[src/rtl/intra_filter_acc.sv]
// Signed 4-tap accumulate, round, shift and clip stage of the angular intra predictor.
// Optional clipped-sample counter on port clip_cnt, enabled by `INTRA_ACC_CLIP_STATS_EN.
module intra_filter_acc #(
    parameter int IN_W          = 16,
    parameter int BIT_DEPTH     = 8,
    parameter int SHIFT         = 6,
    parameter int BLOCK_SAMPLES = 16
) (
    input  logic                 clk,
    input  logic                 rst_n,
    input  logic                 in_valid,
    output logic                 in_ready,
    input  logic [IN_W-1:0]      tap0,
    input  logic [IN_W-1:0]      tap1,
    input  logic [IN_W-1:0]      tap2,
    input  logic [IN_W-1:0]      tap3,
    input  logic [3:0]           tap_neg,
    output logic                 out_valid,
    input  logic                 out_ready,
    output logic [BIT_DEPTH-1:0] out_sample,
    output logic                 out_last
`ifdef INTRA_ACC_CLIP_STATS_EN
    ,
    output logic [15:0]          clip_cnt
`endif
);

    localparam int SW = IN_W + 3;
    localparam int RW = IN_W + 4;
    localparam int CW = (BLOCK_SAMPLES > 1) ? $clog2(BLOCK_SAMPLES) : 1;
    localparam logic [CW-1:0]        CNT_MAX = CW'(BLOCK_SAMPLES - 1);
    localparam logic signed [RW-1:0] MAXV    = RW'((1 << BIT_DEPTH) - 1);
    localparam logic signed [RW-1:0] RND     = RW'(1 << (SHIFT - 1));

    logic                 run;
    logic                 s1_valid;
    logic signed [SW-1:0] s1_sum;
    logic signed [SW-1:0] sum_c;
    logic signed [RW-1:0] rnd_c;
    logic signed [RW-1:0] r_c;
    logic [BIT_DEPTH-1:0] sat_c;
    logic                 clip_c;
    logic                 out_clip;
    logic                 s1_en;
    logic                 s2_en;
    logic                 xfer;
    logic [CW-1:0]        cnt;
    logic [IN_W-1:0]      taps [4];

    assign taps[0] = tap0;
    assign taps[1] = tap1;
    assign taps[2] = tap2;
    assign taps[3] = tap3;

    // in_ready is held low through the first cycle after reset via run.
    always_comb begin
        s2_en    = !out_valid || out_ready;
        s1_en    = !s1_valid || s2_en;
        in_ready = s1_en && run;
        xfer     = out_valid && out_ready;
        out_last = out_valid && (cnt == CNT_MAX);
    end

    always_comb begin
        sum_c = '0;
        for (int unsigned i = 0; i < 4; i++) begin
            if (tap_neg[i])
                sum_c = sum_c - $signed({3'b000, taps[i]});
            else
                sum_c = sum_c + $signed({3'b000, taps[i]});
        end
    end

    // One extra bit of headroom: the rounding add can carry past the IN_W+3 sum range.
    always_comb begin
        rnd_c  = RW'(s1_sum) + RND;
        r_c    = rnd_c >>> SHIFT;
        sat_c  = r_c[BIT_DEPTH-1:0];
        clip_c = 1'b0;
        if (r_c[RW-1]) begin
            sat_c  = '0;
            clip_c = 1'b1;
        end else if (r_c > MAXV) begin
            sat_c  = '1;
            clip_c = 1'b1;
        end
    end

    always_ff @(posedge clk) begin
        if (!rst_n) begin
            run      <= 1'b0;
            s1_valid <= 1'b0;
            s1_sum   <= '0;
        end else begin
            run <= 1'b1;
            if (s1_en) begin
                s1_valid <= in_valid && run;
                s1_sum   <= sum_c;
            end
        end
    end

    always_ff @(posedge clk) begin
        if (!rst_n) begin
            out_valid  <= 1'b0;
            out_sample <= '0;
            out_clip   <= 1'b0;
        end else if (s2_en) begin
            out_valid  <= s1_valid;
            out_sample <= sat_c;
            out_clip   <= clip_c;
        end
    end

    always_ff @(posedge clk) begin
        if (!rst_n)
            cnt <= '0;
        else if (xfer)
            cnt <= (cnt == CNT_MAX) ? '0 : cnt + 1'b1;
    end

`ifdef INTRA_ACC_CLIP_STATS_EN
    always_ff @(posedge clk) begin
        if (!rst_n)
            clip_cnt <= '0;
        else if (xfer && out_clip && (clip_cnt != 16'hFFFF))
            clip_cnt <= clip_cnt + 16'd1;
    end
`else
    logic unused_clip;
    assign unused_clip = out_clip;
`endif

endmodule

[config.mk]
export PLATFORM = sky130hd
export DESIGN_NAME = intra_filter_acc
export DESIGN_NICKNAME = d
export VERILOG_FILES = /design/src/rtl/intra_filter_acc.sv
export SDC_FILE = /design/constraint.sdc
export NUM_CORES = 1
export LEC_CHECK = 0
export BUFFER_PORTS_ARGS = -buffer_cell sky130_fd_sc_hd__buf_2
export CORE_MARGIN = 2
export CORE_UTILIZATION = 29
export DETAILED_ROUTE_END_ITERATION = 10
export PLACE_DENSITY = 0.44
export SKIP_LAST_GASP = 1
export SYNTH_ARGS = -nofsm -noshare
export SYNTH_HDL_FRONTEND = slang
export SYNTH_SLANG_ARGS = --single-unit
[constraint.sdc]
create_clock -name clk -period 9.2 [get_ports clk]
set_input_delay 1.84 -clock clk [delete_from_list [all_inputs] [get_ports clk]]
set_output_delay 1.84 -clock clk [all_outputs]
set_load 0.005 [all_outputs]
# Word-level counts from Yosys, hierarchy flattened

Cells that the tools add are included.

Flip-flop bits (word level): 34
Bits of input ports: 72
Output and inout bits: 11
Word-level logic and storage cells: 33

$add $sub $neg: 9
$lt $le $gt $ge: 1
Eq/ne operators: 1
Mux-type cells: 8
Reduce and logical (&&, ||, !) cells: 8

Operators by type and width:

| kind                  | count |
|---|---|
| $mux 19               | 4 |
| $add 19x17->19        | 3 |
| $sub 19x17->19        | 3 |
| $add 19x7->20 const B | 1 |
| $sub 1x16->17 const A | 1 |
| $mux 8                | 2 |
| $gt 14x9->1 const B   | 1 |
| $add 4x1->4 const B   | 1 |
| $eq 4x4->1 const B    | 1 |
| $logic_and 1x1->1     | 4 |
| $mux 4                | 1 |
| $logic_not 1->1       | 2 |
| $logic_or 1x1->1      | 2 |
| $mux 1                | 1 |

# Logic depth before layout (Yosys ltp)

Depth in word-level cells: 8
Mapped depth: 30
Gate-level depth less buffers: 30

# Worst setup path before layout

Ideal clock, no wire load.

Kind: input-to-reg
From: in tap_neg[1]
To: reg s1_sum[18]
Library setup time: 126 ps
Data arrival time: 6,932 ps
Required time: 9,074 ps
Setup slack: 2,142 ps
Stages: 27
Buffers on the path: 2
Cells stage by stage: clkbuf_1 clkbuf_1 nor2_1 xnor2_1 ha_1 a21oi_1 nor3b_1 a211oi_1 o21ai_0 nand2b_1 xor2_1 ha_1 or2_2 nor3_1 a21oi_1 a21oi_1 xnor2_1 ha_1 or3_1 o21ai_0 a21oi_1 o21a_1 o41a_1 and4_1 a2111oi_4 xnor2_1 a21oi_1

Word-level cells in the longest chain between the ends: 5
Elaborated cells on any way between the ends: 7
Those cells by class: add/sub (4); mux (3)

RTL lines:

| element                                          | RTL line | text |
|---|---|---|
| from (decl)                                      | 17       | `input logic [3:0] tap_neg,` |
| $mux 19 (*)                                      | 67       | `if (tap_neg[i])` |
| $add 19x17->19 or $sub 19x17->19 (tied branches) | 70, 68   |  |
| $mux 19 (*)                                      | 67       |  |
| $add 19x17->19 or $sub 19x17->19 (tied branches) | 70, 68   |  |
| $mux 19 (*)                                      | 67       |  |
| to (signal assigned)                             | 98       | `s1_sum <= sum_c;` |
| to (decl)                                        | 37       | `logic signed [SW-1:0] s1_sum;` |

Every way passes the cells marked *; elsewhere a longest branch is shown, timed or not.
A chain may end at the register's enable or synchronous reset.

# Worst setup path after layout

From: in tap1[2]
To: reg s1_sum[18]

Word-level cells in the longest chain between the ends: 6
Elaborated cells on any way between the ends: 9
Those cells by class: add/sub (6); mux (3)

RTL lines:

| element                                          | RTL line | text |
|---|---|---|
| from (decl)                                      | 14       | `input logic [IN_W-1:0] tap1,` |
| $add 19x17->19 or $sub 19x17->19 (tied branches) | 70, 68   |  |
| $mux 19 (*)                                      | 67       |  |
| $add 19x17->19 or $sub 19x17->19 (tied branches) | 70, 68   |  |
| $mux 19 (*)                                      | 67       |  |
| $add 19x17->19 or $sub 19x17->19 (tied branches) | 70, 68   |  |
| $mux 19 (*)                                      | 67       |  |

Marks and branches as above.

==> flow_metrics.env <==
export IMPL_cp_required_ns=9.35
export IMPL_drc=0
export IMPL_clock_latency_ns=0.27
export IMPL_num_rows=47
export IMPL_synthCells=658
export IMPL_vias_per_cell=4.86
export IMPL_cts_tree="built"
export IMPL_synth_top_family_by_area="simple AND/OR/NAND/NOR gates"
export IMPL_cp_top_family="simple AND/OR/NAND/NOR gates"
export IMPL_grt_antenna_before_repair=2
export IMPL_dp_hpwl_um=10500
export IMPL_total_power_w=0.00150
export IMPL_ctsResizeCount=0
export IMPL_path_clk_slew_ns=0.05
export IMPL_path_max_fanout=4
export IMPL_pwr_share_comb_pct=73.8
export IMPL_grt_overflow=0
export IMPL_hold_class="flip-flop to flip-flop"
export IMPL_drtAntennaViolNets=0
export IMPL_synthAdderAreaFrac_pct=16.2
export IMPL_p_leak_nw=2.43
export IMPL_slew_viol_final=0
export IMPL_end_kind="flip-flop"
export IMPL_peakVddDrop_mv=0.105
export IMPL_cts_buffers_inserted=5
export IMPL_synth_fp_nets=791
export IMPL_cp_start_kind="primary input"
export IMPL_tns_ns=0
export IMPL_grtUsageTotal_pct=13.7
export IMPL_synth_compound_area_share_pct=22.4
export IMPL_fp_coreArea_um2=16400
export IMPL_cts_setup_buffers=0
export IMPL_layout_common_cells="nor2_1 (84), buf_2 (82), xnor2_1 (79), a21oi_1 (61), ha_1 (59)"
export IMPL_num_vias=4643
export IMPL_port_buffers=82
export IMPL_grt_pass1_vias=4586
export IMPL_rsz0062_at_grt="no"
export IMPL_p_clk_share_pct=12.4
export IMPL_h_tree_depth=2
export IMPL_grt_pass1_wl_um=20500
export IMPL_crit_slowest_cell="nor3b_1"
export IMPL_finClkSkew_ns=0.00805
export IMPL_crit_arrival_ns=7.57
export IMPL_netlist_area_um2=4810
export IMPL_synth_edf_count=0
export IMPL_die_width_um=133
export IMPL_area_delta_synth_final_pct=16.9
export IMPL_layout_nets=867
export IMPL_clock_root_buffer="clkbuf_16"
export IMPL_hold_ws_ns=0.473
export IMPL_grt_start_max_net_pins=31
export IMPL_drt_wl_total_um=12000
export IMPL_drive_gt1_share_pct=13.7
export IMPL_firstDrtPassIters=4
export IMPL_setup_viol_count_final=0
export IMPL_ys_seq_area_share_pct=12.1
export IMPL_slowest_delay_ns=0.37
export IMPL_drt_initial_drc_count=137
export IMPL_fp_dieArea_um2=17600
export IMPL_ios=83
export IMPL_synth_area_leaders="ha_1 (15%), xnor2_1 (14%), dfxtp_1 (12%)"
export IMPL_finalWeightedCongestion=0.808
export IMPL_cts_buffer_depth=2
export IMPL_worst_slew_pin_slew_ns=0.726
export IMPL_sw_frac_of_total_pct=44.4
export IMPL_intPower_w=0.000837
export IMPL_path_class="primary input to flip-flop"
export IMPL_netlist_cell_type_count=56
export IMPL_ys_warn_count=0
export IMPL_fin_crit_sh_pct=80.7
export IMPL_p_per_area_nw_per_um2=268
export IMPL_layout_commonest_cell="nor2_1"
export IMPL_dieHeight_um=133
export IMPL_relSlewSlack_pct=51.5
export IMPL_synth_simple_area_share_pct=26.1
export IMPL_synthMuxAreaShare_pct=0.858
export IMPL_drv_cap=0
export IMPL_cp_common_cell="a21oi_1"
export IMPL_synth_area_per_cell_um2=7.31
export IMPL_yosys_area_top_type="ha_1"
export IMPL_run_status="finished clean"
export IMPL_timing_final_crit_period_ns=7.42
export IMPL_post_drt_wl_per_cell_um=12.6
export IMPL_async_flop_share_pct=0
export IMPL_max_freq_mhz=135
export IMPL_cts_hold_buf=0
export IMPL_cts_sinks=29
export IMPL_hold_violations=0
export IMPL_ys_flop_type="dfxtp_1"
export IMPL_start_util_pct=29.3
export IMPL_ys_seq_elements=29
export IMPL_synth_xor_area_share_pct=19.6
export IMPL_critPathBufInv=1
export IMPL_seqPwrFrac_pct=13.8
export IMPL_synth_top_cell_area_share_pct=15.3
export IMPL_p_sw_w=0.000668
## flip-flops by register name, summed over array words and instances, names as in the netlist
| register | flops |
|---|---|
| s1_sum | 14 |
| out_valid | 1 |
| s1_valid | 1 |
| out_sample | 8 |
| run | 1 |
| cnt | 4 |
## synthesized netlist by cell type (all sizes together), types with 2 or more instances
cell type  count
ha            59
nand4          4
inv           23
a21o          12
a41o           2
a21boi        10
o41ai          3
and2          14
fa             2
nand3b         2
nand2         44
o21ai         40
a311oi         2
and3           5
nand2b         9
or3            5
xnor2         79
a31oi         10
o21a           8
nor3          22
nor3b          2
nor4           9
and3b          4
a211o          2
and4           3
nor2          84
nor2b         17
or2            8
a21oi         61
mux2i          3
clkbuf        12
nand3         16
or4            3
a31o           2
a211oi         3
o21bai         4
dfxtp         29
o31ai          4
xor2          26
## cell families after synthesis
family	after synthesis
adders and majority gates	61
and+or+nand+nor	253
DFF	29
xor gates and xnor gates	106
buffers and inverters	36
muxes	4
AOI/OAI and AO/OA	169
## layer usage
metal	track usage, %	share of wire [%]	vias to the layer above
met2	25.0	48	81
met4	2.21	0.50	2
met1	17.4	48	2052
li1	-	-	2500
met3	2.07	3.7	8
met5	0	0.11	-
## per-stage QoR
stage               worst slack (ns)  cells  util (%)  instance area, um^2
finish                          1.78    956      34.3                 5620
detailed placement              1.52    947      33.2                 5450
CTS                             1.80    955      34.2                 5620
global placement                1.77    947      33.2                 5450
floorplan                       2.14    658         -                 4810
global route                    1.33    955      34.2                 5620
## worst register-to-register path, delay by kind of cell, from the launching register on
family	cells	cell delay, ns
simple gates	3	1.46
compound gates	1	0.19
flops	1	0.43
## power by group through the flow
stage               Sequential (W)  Clock, W  Combinational, W
floorplan                 0.000204         0          0.000890
global placement          0.000210         0           0.00110
detailed placement        0.000210         0           0.00112
CTS                       0.000208  0.000192           0.00113
global route              0.000214  0.000199           0.00129
finish                    0.000208  0.000187           0.00111
## worst paths after layout
kind                     startpoint                       to  slack [ns]  cells after the start
min reg2reg             run$_DFF_P_    s1_valid$_SDFFE_PN0N_        0.47                      2
max reg2reg  out_valid$_SDFFE_PN0P_   s1_sum[7]$_SDFFE_PN0N_        7.03                      4
max                         tap1[2]  s1_sum[18]$_SDFFE_PN0N_        1.78                     28
min                     run$_DFF_P_    s1_valid$_SDFFE_PN0N_        0.47                      2
## final cells by class
cell class | count | area (um^2)
clock buffer | 7 | 143
clock inverter | 1 | 30.0
antenna | 1 | 2.50
fill | 1817 | 10800
inverter | 23 | 86.3
tap | 220 | 275
multi-input combinational | 593 | 4090
sequential | 29 | 581
timing repair buffer | 82 | 410
No activity file was read; power rests on OpenSTA's default activity.
